--- config.mk ---
export PLATFORM = sky130hd
export DESIGN_NAME = spi_frame_receiver
export DESIGN_NICKNAME = d
export VERILOG_FILES = /design/src/rtl/spi_frame_pkg.sv /design/src/rtl/spi_frame_fifo.sv /design/src/rtl/spi_frame_receiver.sv
export SDC_FILE = /design/constraint.sdc
export NUM_CORES = 1
export LEC_CHECK = 0
export CAP_MARGIN = 10
export CORE_MARGIN = 2
export CORE_UTILIZATION = 30
export CTS_CLUSTER_DIAMETER = 80
export DETAILED_ROUTE_END_ITERATION = 8
export PLACE_DENSITY = 0.58
export SLEW_MARGIN = 20
export SYNTH_ARGS = -nofsm -noshare
export SYNTH_HDL_FRONTEND = slang
export SYNTH_SLANG_ARGS = --single-unit
--- constraint.sdc ---
create_clock -name clk -period 7.4 [get_ports clk]
set_input_delay 1.48 -clock clk [delete_from_list [all_inputs] [get_ports clk]]
set_output_delay 1.48 -clock clk [all_outputs]
set_load 0.005 [all_outputs]
--- src/rtl/spi_frame_pkg.sv ---
// Shared types and helpers for the SPI frame receiver.
// Optional checksum build: SPI_FRAME_CRC_EN.
package spi_frame_pkg;

  localparam logic [7:0] CRC_SEED  = 8'hA5;
  localparam int         MAX_BYTES = 16;

  typedef enum logic {
    ST_IDLE    = 1'b0,
    ST_COLLECT = 1'b1
  } asm_state_t;

  // XOR of the low nbytes bytes of a right-aligned frame
  function automatic logic [7:0] frame_xor(
    input logic [8*MAX_BYTES-1:0] frame,
    input int                     nbytes
  );
    logic [7:0] acc;
    acc = '0;
    for (int i = 0; i < MAX_BYTES; i++) begin
      if (i < nbytes) acc = acc ^ frame[8*i +: 8];
    end
    return acc;
  endfunction

endpackage

--- src/rtl/spi_frame_fifo.sv ---
// First-word-fall-through frame FIFO built from a register array.
// A pop frees a full slot for a push in the same cycle.
module spi_frame_fifo
  import spi_frame_pkg::*;
#(
  parameter int W     = 24,
  parameter int DEPTH = 2,
  parameter int LW    = $clog2(DEPTH) + 1
) (
  input  logic          clk,
  input  logic          reset,
  input  logic          push,
  input  logic [W-1:0]  din,
  input  logic          pop,
  output logic [W-1:0]  dout,
  output logic          full,
  output logic          empty,
  output logic [LW-1:0] level
);

  localparam int AW = (DEPTH > 1) ? $clog2(DEPTH) : 1;

  logic [W-1:0]  r_mem [DEPTH];
  logic [AW-1:0] r_wptr;
  logic [AW-1:0] r_rptr;
  logic [LW-1:0] r_level;
  logic          w_do_push;
  logic          w_do_pop;

  function automatic logic [AW-1:0] nxt(input logic [AW-1:0] p);
    return (p == AW'(DEPTH - 1)) ? '0 : p + 1'b1;
  endfunction

  assign full      = (r_level == LW'(DEPTH));
  assign empty     = (r_level == '0);
  assign level     = r_level;
  assign dout      = r_mem[r_rptr];
  assign w_do_pop  = pop & ~empty;
  assign w_do_push = push & (~full | w_do_pop);

  always_ff @(posedge clk) begin
    if (reset) begin
      r_wptr  <= '0;
      r_rptr  <= '0;
      r_level <= '0;
      for (int i = 0; i < DEPTH; i++) r_mem[i] <= '0;
    end else begin
      if (w_do_push) begin
        r_mem[r_wptr] <= din;
        r_wptr        <= nxt(r_wptr);
      end
      if (w_do_pop) r_rptr <= nxt(r_rptr);
      r_level <= r_level + LW'(w_do_push) - LW'(w_do_pop);
    end
  end

endmodule

--- src/rtl/spi_frame_receiver.sv ---
// Assembles SPI bytes into frames and queues them in a frame FIFO.
// Define SPI_FRAME_CRC_EN to check a trailing XOR checksum byte.
module spi_frame_receiver
  import spi_frame_pkg::*;
#(
  parameter int FRAME_BYTES = 3,
  parameter int FIFO_DEPTH  = 2
) (
  input  logic                       clk,
  input  logic                       reset,
  input  logic [7:0]                 spi_data,
  input  logic                       spi_data_valid,
  input  logic                       spi_cs_n,
  output logic [8*FRAME_BYTES-1:0]   frame_data,
  output logic                       frame_valid,
  input  logic                       frame_ready,
  output logic                       short_frame,
  output logic                       overflow,
  output logic                       crc_err,
  output logic [$clog2(FIFO_DEPTH):0] fifo_level
);

  localparam int FW = 8 * FRAME_BYTES;
  localparam int CW = $clog2(FRAME_BYTES + 1);
  localparam int XW = 8 * MAX_BYTES;

  logic          r_cs_meta;
  logic          r_cs_sync;
  logic          r_cs_prev;
  asm_state_t    r_state;
  logic [CW-1:0] r_count;
  logic [FW-1:0] r_buf;
  logic          r_short;
  logic          r_ovf;

  logic          w_cs_rise;
  logic          w_accept;
  logic          w_complete;
  logic          w_abort;
  logic          w_crc_ok;
  logic          w_push;
  logic          w_pop;
  logic          w_full;
  logic          w_empty;
  logic [FW-1:0] w_asm_frame;

  assign w_cs_rise  = r_cs_sync & ~r_cs_prev;
  // A strobe landing with the CS rise still counts
  assign w_accept   = spi_data_valid & (~r_cs_sync | w_cs_rise);
  assign w_complete = w_accept & (r_count == CW'(FRAME_BYTES - 1));
  assign w_abort    = w_cs_rise & ~w_complete
                    & ((r_state == ST_COLLECT) | w_accept);
  assign w_push     = w_complete & w_crc_ok;
  assign w_pop      = frame_valid & frame_ready;

  always_comb begin
    w_asm_frame = r_buf;
    for (int i = 0; i < FRAME_BYTES; i++) begin
      if (w_accept && (r_count == CW'(i)))
        w_asm_frame[FW-1-8*i -: 8] = spi_data;
    end
  end

`ifdef SPI_FRAME_CRC_EN
  logic r_crc_err;
  assign w_crc_ok = (frame_xor(XW'(w_asm_frame), FRAME_BYTES) == CRC_SEED);
  assign crc_err  = r_crc_err;

  always_ff @(posedge clk) begin
    if (reset) r_crc_err <= 1'b0;
    else       r_crc_err <= w_complete & ~w_crc_ok;
  end
`else
  assign w_crc_ok = 1'b1;
  assign crc_err  = 1'b0;
`endif

  always_ff @(posedge clk) begin
    if (reset) begin
      r_cs_meta <= 1'b1;
      r_cs_sync <= 1'b1;
      r_cs_prev <= 1'b1;
    end else begin
      r_cs_meta <= spi_cs_n;
      r_cs_sync <= r_cs_meta;
      r_cs_prev <= r_cs_sync;
    end
  end

  always_ff @(posedge clk) begin
    if (reset) begin
      r_state <= ST_IDLE;
      r_count <= '0;
      r_buf   <= '0;
    end else if (w_complete || w_abort) begin
      r_state <= ST_IDLE;
      r_count <= '0;
    end else if (w_accept) begin
      r_state <= ST_COLLECT;
      r_count <= r_count + 1'b1;
      r_buf   <= w_asm_frame;
    end
  end

  always_ff @(posedge clk) begin
    if (reset) begin
      r_short <= 1'b0;
      r_ovf   <= 1'b0;
    end else begin
      r_short <= w_abort;
      r_ovf   <= w_push & w_full & ~w_pop;
    end
  end

  assign short_frame = r_short;
  assign overflow    = r_ovf;
  assign frame_valid = ~w_empty;

  spi_frame_fifo #(
    .W     (FW),
    .DEPTH (FIFO_DEPTH)
  ) u_fifo (
    .clk   (clk),
    .reset (reset),
    .push  (w_push),
    .din   (w_asm_frame),
    .pop   (w_pop),
    .dout  (frame_data),
    .full  (w_full),
    .empty (w_empty),
    .level (fifo_level)
  );

endmodule

==> results of run 1 <==
metrics by stage:
step / cell area [um2] / worst slack, ns / std cells / util, %
after detailed placement: 3935 / 3.341 / 457 / 34.91
final: 4260 / 3.722 / 473 / 37.80
after global routing: 4260 / 3.457 / 473 / 37.80
after global placement: 3935 / 3.464 / 457 / 34.91
after CTS: 4252 / 3.581 / 473 / 37.72
after floorplan: 3432 / 2.768 / 290 / -
state kept, by name, summed over array words and instances (netlist names), named ones only:
name / count
u_fifo.r_mem: 48
r_buf: 16
r_state: 1
r_cs_meta: 1
u_fifo.level: 2
short_frame: 1
overflow: 1
u_fifo.r_rptr: 1
u_fifo.r_wptr: 1
r_cs_prev: 1
r_count: 2
r_cs_sync: 1
synthesized netlist by cell type (3+ instances only):
library cell | count | share of area [%]
edfxtp_1 | 48 | 42
a21oi_1 | 32 | 4.7
dfxtp_1 | 29 | 17
mux2_2 | 24 | 7.9
nor2_1 | 23 | 2.5
and2_1 | 18 | 3.3
o21ai_0 | 17 | 2.5
mux2i_1 | 16 | 4.7
nand3_1 | 16 | 2.3
clkbuf_1 | 9 | 0.98
inv_1 | 7 | 0.77
nand2_1 | 6 | 0.66
ha_1 | 5 | 1.8
or2_2 | 4 | 0.73
buf_2 | 3 | 0.44
nor4_1 | 3 | 0.55
cell families after synthesis:
group / after synthesis
other: 1
adder cells (fa/ha/maj): 5
multiplexers: 40
AO/OA/AOI/OAI: 57
XOR/XNOR: 2
AND/OR/NAND/NOR: 83
buffers and inverters: 25
flip-flops: 77
metal layers:
layer | vias to the layer above | share of wire [%] | GRT usage, % | routed length [um]
li1 | 1111 | - | - | -
met1 | 1093 | 48 | 17.07 | 3661
met2 | 52 | 47 | 21.68 | 3572
met3 | 10 | 3.3 | 2.898 | 247
met4 | 0 | 1.4 | 4.500 | 104
met5 | - | 0 | 0 | 0
report_power, final:
| part | switching (uW) | internal [uW] | total (uW) |
|---|---|---|---|
| logic | 40.5 | 54.2 | 94.7 |
| clock network | 174 | 295 | 469 |
| registers | 12.8 | 469 | 482 |
worst paths after layout:
check / to / slack [ns] / depth (start not counted)
worst min-delay path: r_cs_sync / 0.42 / 1
worst min register to register: r_cs_sync / 0.42 / 1
worst max register to register: u_fifo.r_mem[1][4] / 5.25 / 5
worst max-delay path: u_fifo.r_mem[0][21] / 3.72 / 4
layout make-up:
cell class	count	area, um2
clock buffers	10	229.0
clock inverters	6	87.58
fillers	1111	7012
inverters	7	26.28
multi-input cells	188	1297
flip-flops and latches	77	2023
well taps	143	178.9
repair buffers	42	417.9
worst reg2reg max path: cells and delay by family (launching register included):
family	cells	cell delay, ns
compound gates	1	0.60
buf+inv	1	0.10
fa+ha+maj	1	0.21
simple gates	2	0.55
flops	1	0.32
==> out/results.txt, run 1 <==
Clk sinks: 77
Sequential fraction of the synthesis area: 58.91%
Main synth FF type: edfxtp_1
Post-Syn Nets: 308
Dpl hpwl: 4.815 mm
Post-synthesis compound-gate area fraction: 9.223%
Count of cell types in the netlist: 41
PortBufs: 41
Critical Path Max Stage Delay: 0.94 ns
Critical path fanouts, max: 29
Clock Path Buffers: 2
Critical path type: input port to flip-flop
CP Launch Type: input port
Wire per inst: 16.03 um
Share of layout cells above drive strength 1: 17.27%
Setup TNS: 0 ns
Cell Area, Synth: 0.003432 mm2
Power consumption: 1045 uW
CP max stage cell: clkdlybuf4s50_1
Vias in the first global route: 2399
DRT Wirelength: 7.584 mm
Row cnt: 39
Min-delay src: r_cs_meta
Max Cap Violations: 0
Cells after Synth: 290
ANT cells: 0
GPL Wtd Cong: 0.7381
Leakage power: 0.001427 uW
IO Count: 43
CTS tree: yes
Seq cells post-synth: 77
Num CTS Buffers: 9
Commonest non-fill, non-tap cells in the layout: edfxtp_1 (48), clkdlybuf4s50_1 (41), a21oi_1 (32)
Final setup violation count: 0
Post-CTS sizing: 0
Buf+Inv Stages, Crit Path: 1
Root buf cell: clkbuf_16
GRT overflow: 0
Core area: 0.01127 mm2
Cells along the critical path: clkdlybuf4s50_1, nor2_1, nand4_1, a21oi_1
Top cell family by delay on the critical path: simple AND/OR/NAND/NOR gates
Post-synth EDFFs: 48
Req. time, crit path: 7.55 ns
H-tree depth: 3
Critical path capture point type: flip-flop
Synth Area in Simple Gates: 13.16%
Final clock skew: 0.007679 ns
Xor and xnor area share after synthesis: 0.5104%
Final nets: 343
Highest ir drop seen on vdd: 0.1020 mV
Antenna violations before repair: 0
Fmax: 0.2719 GHz
Worst Tran Pin Value: 1.021 ns
Via/cell ratio: 4.791
DRC marker count from the first detailed-route iteration: 126
First-pass GRT wire length: 12.59 mm
Synth Area in Adders: 1.823%
Full die area: 0.01231 mm2
Critical path startpoint: reset
Status: finished, final reports clean
Hold Buf Count CTS: 0
First-pass iteration count of the detailed router: 4
Die extent in x: 111.0 um
YS warnings: 0
Drc violations: 0
Final Hold Fails: 0
Min Hold Slack: 0.4191 ns
Launching point of the worst reg2reg path: r_count[0]
GR Util All Layers: 13.13%
Mux contribution to synthesized area: 12.54%
Slew HR: 31.75%
Pins Over Slew Limit: 0
Layout area overhead: 24.13%
Fin crit period: 3.678 ns
Final period util: 49.70%
DIE HEIGHT: 111.0 um
Clock transition at path regs: 0.06 ns
Combinational family with the most area after synthesis: simple AND/OR/NAND/NOR gates
Most common cell after layout, fill and taps aside: edfxtp_1
Arrival time at the worst endpoint: 3.83 ns
Pin count of the biggest net entering global routing: 30
Worst-Skew Late Latency: 0.33 ns
Post-CTS setup buffer count: 0
Avg Cell Area, Syn: 11.83 um2
Antenna Nets Post-Route: 0
Pwr dens: 245.3 mW/mm2
RSZ-0062 raised after global routing: no
Asr flop ratio synth: 0%
Via Count: 2266
Worst hold path type: flip-flop to flip-flop
Initial Utilization: 30.45%
Power figures use the tool's default switching activity.
==> inputs of run 2 (changes only) <==
clock period = 3.6 ns   (was 7.4 ns; I/O delays follow)
==> run 2 against run 1 <==
Flip-flop and latch count unchanged. Global-route usage decreased by 0.68 points. Total power up 95%. Critical endpoint is now frame_data[22]. Via count grew 1.6%. Sequential share of layout area is 0.13 points lower. Worst setup slack got worse by 2.7 ns. Wire length down 3.8%. Critical path type is now flip-flop to primary output. Sequential power rose by 100%.
==> out/results.txt, run 2 (synthesis gave the netlist of run 1 again) <==
Pin count of the biggest net entering global routing: 25 (-17%)
Clock Path Buffers: 2 (unchanged)
Top reg by flops: u_fifo.r_mem
Leakage power: 0.001446 uW (+1.3%)
Commonest non-fill, non-tap cells in the layout: edfxtp_1 (48), clkdlybuf4s50_1 (41), a21oi_1 (32)
Pwr dens: 477.5 mW/mm2 (+95%)
Vias in the first global route: 2328 (-3.0%)
PortBufs: 41 (unchanged)
GPL Wtd Cong: 0.7674 (+4.0%)
Status: finished, final reports clean
GRT overflow: 0 (unchanged)
Num CTS Buffers: 9 (unchanged)
Worst hold path type: flip-flop to flip-flop
Slew HR: 53.40% (+22 points)
Largest register FFs: 48 (unchanged)
Setup WS post-layout: 1.069 ns (-2.653 ns)
Die extent in x: 111.0 um (unchanged)
Worst hold stages: 1 (unchanged)
IO Count: 43 (unchanged)
Hold EP: r_cs_sync
Min-delay src: r_cs_meta
FF-to-FF End: u_fifo.r_mem[1][11]
Final nets: 348 (+1.5%)
Logic pwr share: 10.4% (+1.3 points)
Sequential power share: 47.9% (+1.8 points)
Fmax: 0.3950 GHz
Most common cell after layout, fill and taps aside: edfxtp_1
Initial Utilization: 30.45% (unchanged)
First-pass iteration count of the detailed router: 4 (unchanged)
Clock transition at path regs: 0.06 ns (about the same)
Hold Buf Count CTS: 0 (unchanged)
Reg-to-reg slack, setup: 1.50 ns (-3.75 ns)
Critical path type: flip-flop to primary output
First-pass GRT wire length: 11.90 mm (-5.4%)
Wire per inst: 15.26 um (-4.8%)
Final clock skew: 0.006482 ns (-0.001197 ns)
DRC marker count from the first detailed-route iteration: 157 (+25%)
CP max stage cell: clkdlybuf4s50_1
Critical Path Max Stage Delay: 0.45 ns (-0.49 ns)
Clk sinks: 77 (unchanged)
H-tree depth: 3 (unchanged)
DIE HEIGHT: 111.0 um (unchanged)
Via Count: 2302 (+1.6%)
Top cell family by delay on the critical path: buffers and inverters
CP Launch Type: flip-flop
Highest ir drop seen on vdd: 0.3042 mV (+200%)
GR Util All Layers: 12.44% (-0.68 points)
Req. time, crit path: 2.88 ns (-4.67 ns)
Drc violations: 0 (unchanged)
Power consumption: 2039 uW (+95%)
Via/cell ratio: 4.816 (+0.53%)
Cells along the critical path: buf_4, mux2_2, clkdlybuf4s50_1
Min Hold Slack: 0.4104 ns (-0.008703 ns)
Antenna violations before repair: 0 (unchanged)
Final setup violation count: 0 (unchanged)
Max Cap Violations: 0 (unchanged)
Net Switching: 483.5 uW (+110%)
Dpl ws: 0.4798 ns (-2.861 ns)
Filler cells: 1105 (-0.54%)
Core area: 0.01127 mm2 (unchanged)
Fin crit period: 2.531 ns
DRT Wirelength: 7.295 mm (-3.8%)
Critical path capture point type: primary output
Launching point of the worst reg2reg path: r_count[0]
Pint: 1555 uW (+90%)
Arrival time at the worst endpoint: 1.81 ns (-2.02 ns)
Final period util: 70.32%
Buf+Inv Stages, Crit Path: 2 (+1)
Dpl hpwl: 4.752 mm (-1.3%)
Full die area: 0.01231 mm2 (unchanged)
Share of layout cells above drive strength 1: 18.21% (+0.94 points)
ANT cells: 0 (unchanged)
Path depth of the worst reg2reg path: 5 (unchanged)
Clock group share of total power: 41.8% (-3.1 points)
Setup TNS: 0 ns (unchanged)
Row cnt: 39 (unchanged)
Post-CTS sizing: 0 (unchanged)
CTS tree: yes
Worst-Skew Late Latency: 0.34 ns (about the same)
Root buf cell: clkbuf_16
Switching share of power: 23.72% (+2.0 points)
Largest registers: u_fifo.r_mem: 48 flops, r_buf: 16 flops
Pins Over Slew Limit: 0 (unchanged)
Critical path fanouts, max: 24 (-17%)
RSZ-0062 raised after global routing: no
Worst Tran Pin Value: 0.6975 ns (-0.3231 ns)
Post-CTS setup buffer count: 0 (unchanged)
Final Hold Fails: 0 (unchanged)
Antenna Nets Post-Route: 0 (unchanged)
Layout area overhead: 24.39%
==> run 2: changes by cell type in the layout (fill, tap and decap cells not counted), sizes merged <==
cell / delta
clkinv: +2
inv: +3
bufinv: -2
buf: +5
clkbuf: -1
clkinvlp: -2
==> run 2: layer usage <==
layer,global-route usage (%),routed length [um],vias up
met5,0,0,-
met1,15.87,3374,1115
li1,-,-,1123
met3,4.101,377,6
met2,20.25,3485,58
met4,3.583,57,0
==> run 2: worst reg2reg max path: stages (launching register included) <==
cell     delay [ns]
dfxtp_1        0.32
inv_1          0.10
ha_1           0.19
nand2_1        0.18
nor3_1         0.33
a21o_2         0.58
==> run 2: area by class of cell <==
class                      count  area [um2]  share of cell area, %
sequential                    77        2022                  47.36
clock buffer                   9       225.2                  5.276
multi-input combinational    188        1303                  30.51
clock inverter                 7       58.81                  1.377
timing repair buffer          47       455.4                  10.67
tap                          143       178.9                  4.191
inverter                       7       26.28                 0.6155
==> run 2: metrics by stage <==
| step | cell area [um2] | cells | utilization [%] |
|---|---|---|---|
| floorplan | 3440 | 290 | - |
| global placement | 3984 | 462 | 35.34 |
| detailed placement | 3984 | 462 | 35.34 |
| CTS | 4268 | 478 | 37.86 |
| global route | 4269 | 478 | 37.87 |
| finish | 4269 | 478 | 37.87 |
==> run 2: worst max-delay path by stage <==
stage,to,startpoint,depth (start not counted),slack (ns)
2_1_floorplan,u_fifo.r_mem[0][0],frame_ready,2,0.87
3_3_place_gp,u_fifo.r_mem[1][1],spi_data_valid,4,0.56
3_5_place_dp,u_fifo.r_mem[1][1],spi_data_valid,4,0.48
4_1_cts,u_fifo.r_mem[1][18],spi_data_valid,4,0.82
5_1_grt,frame_data[14],flip-flop,3,0.99
6_report,frame_data[22],flip-flop,3,1.07
==> run 2: power by group through the flow <==
stage	clock, uW	sequential [uW]	combinational (uW)
after CTS	865	976	217
final	852	976	211
after floorplan	0	992	109
after global placement	0	994	215
after detailed placement	0	995	215
after global routing	899	979	231
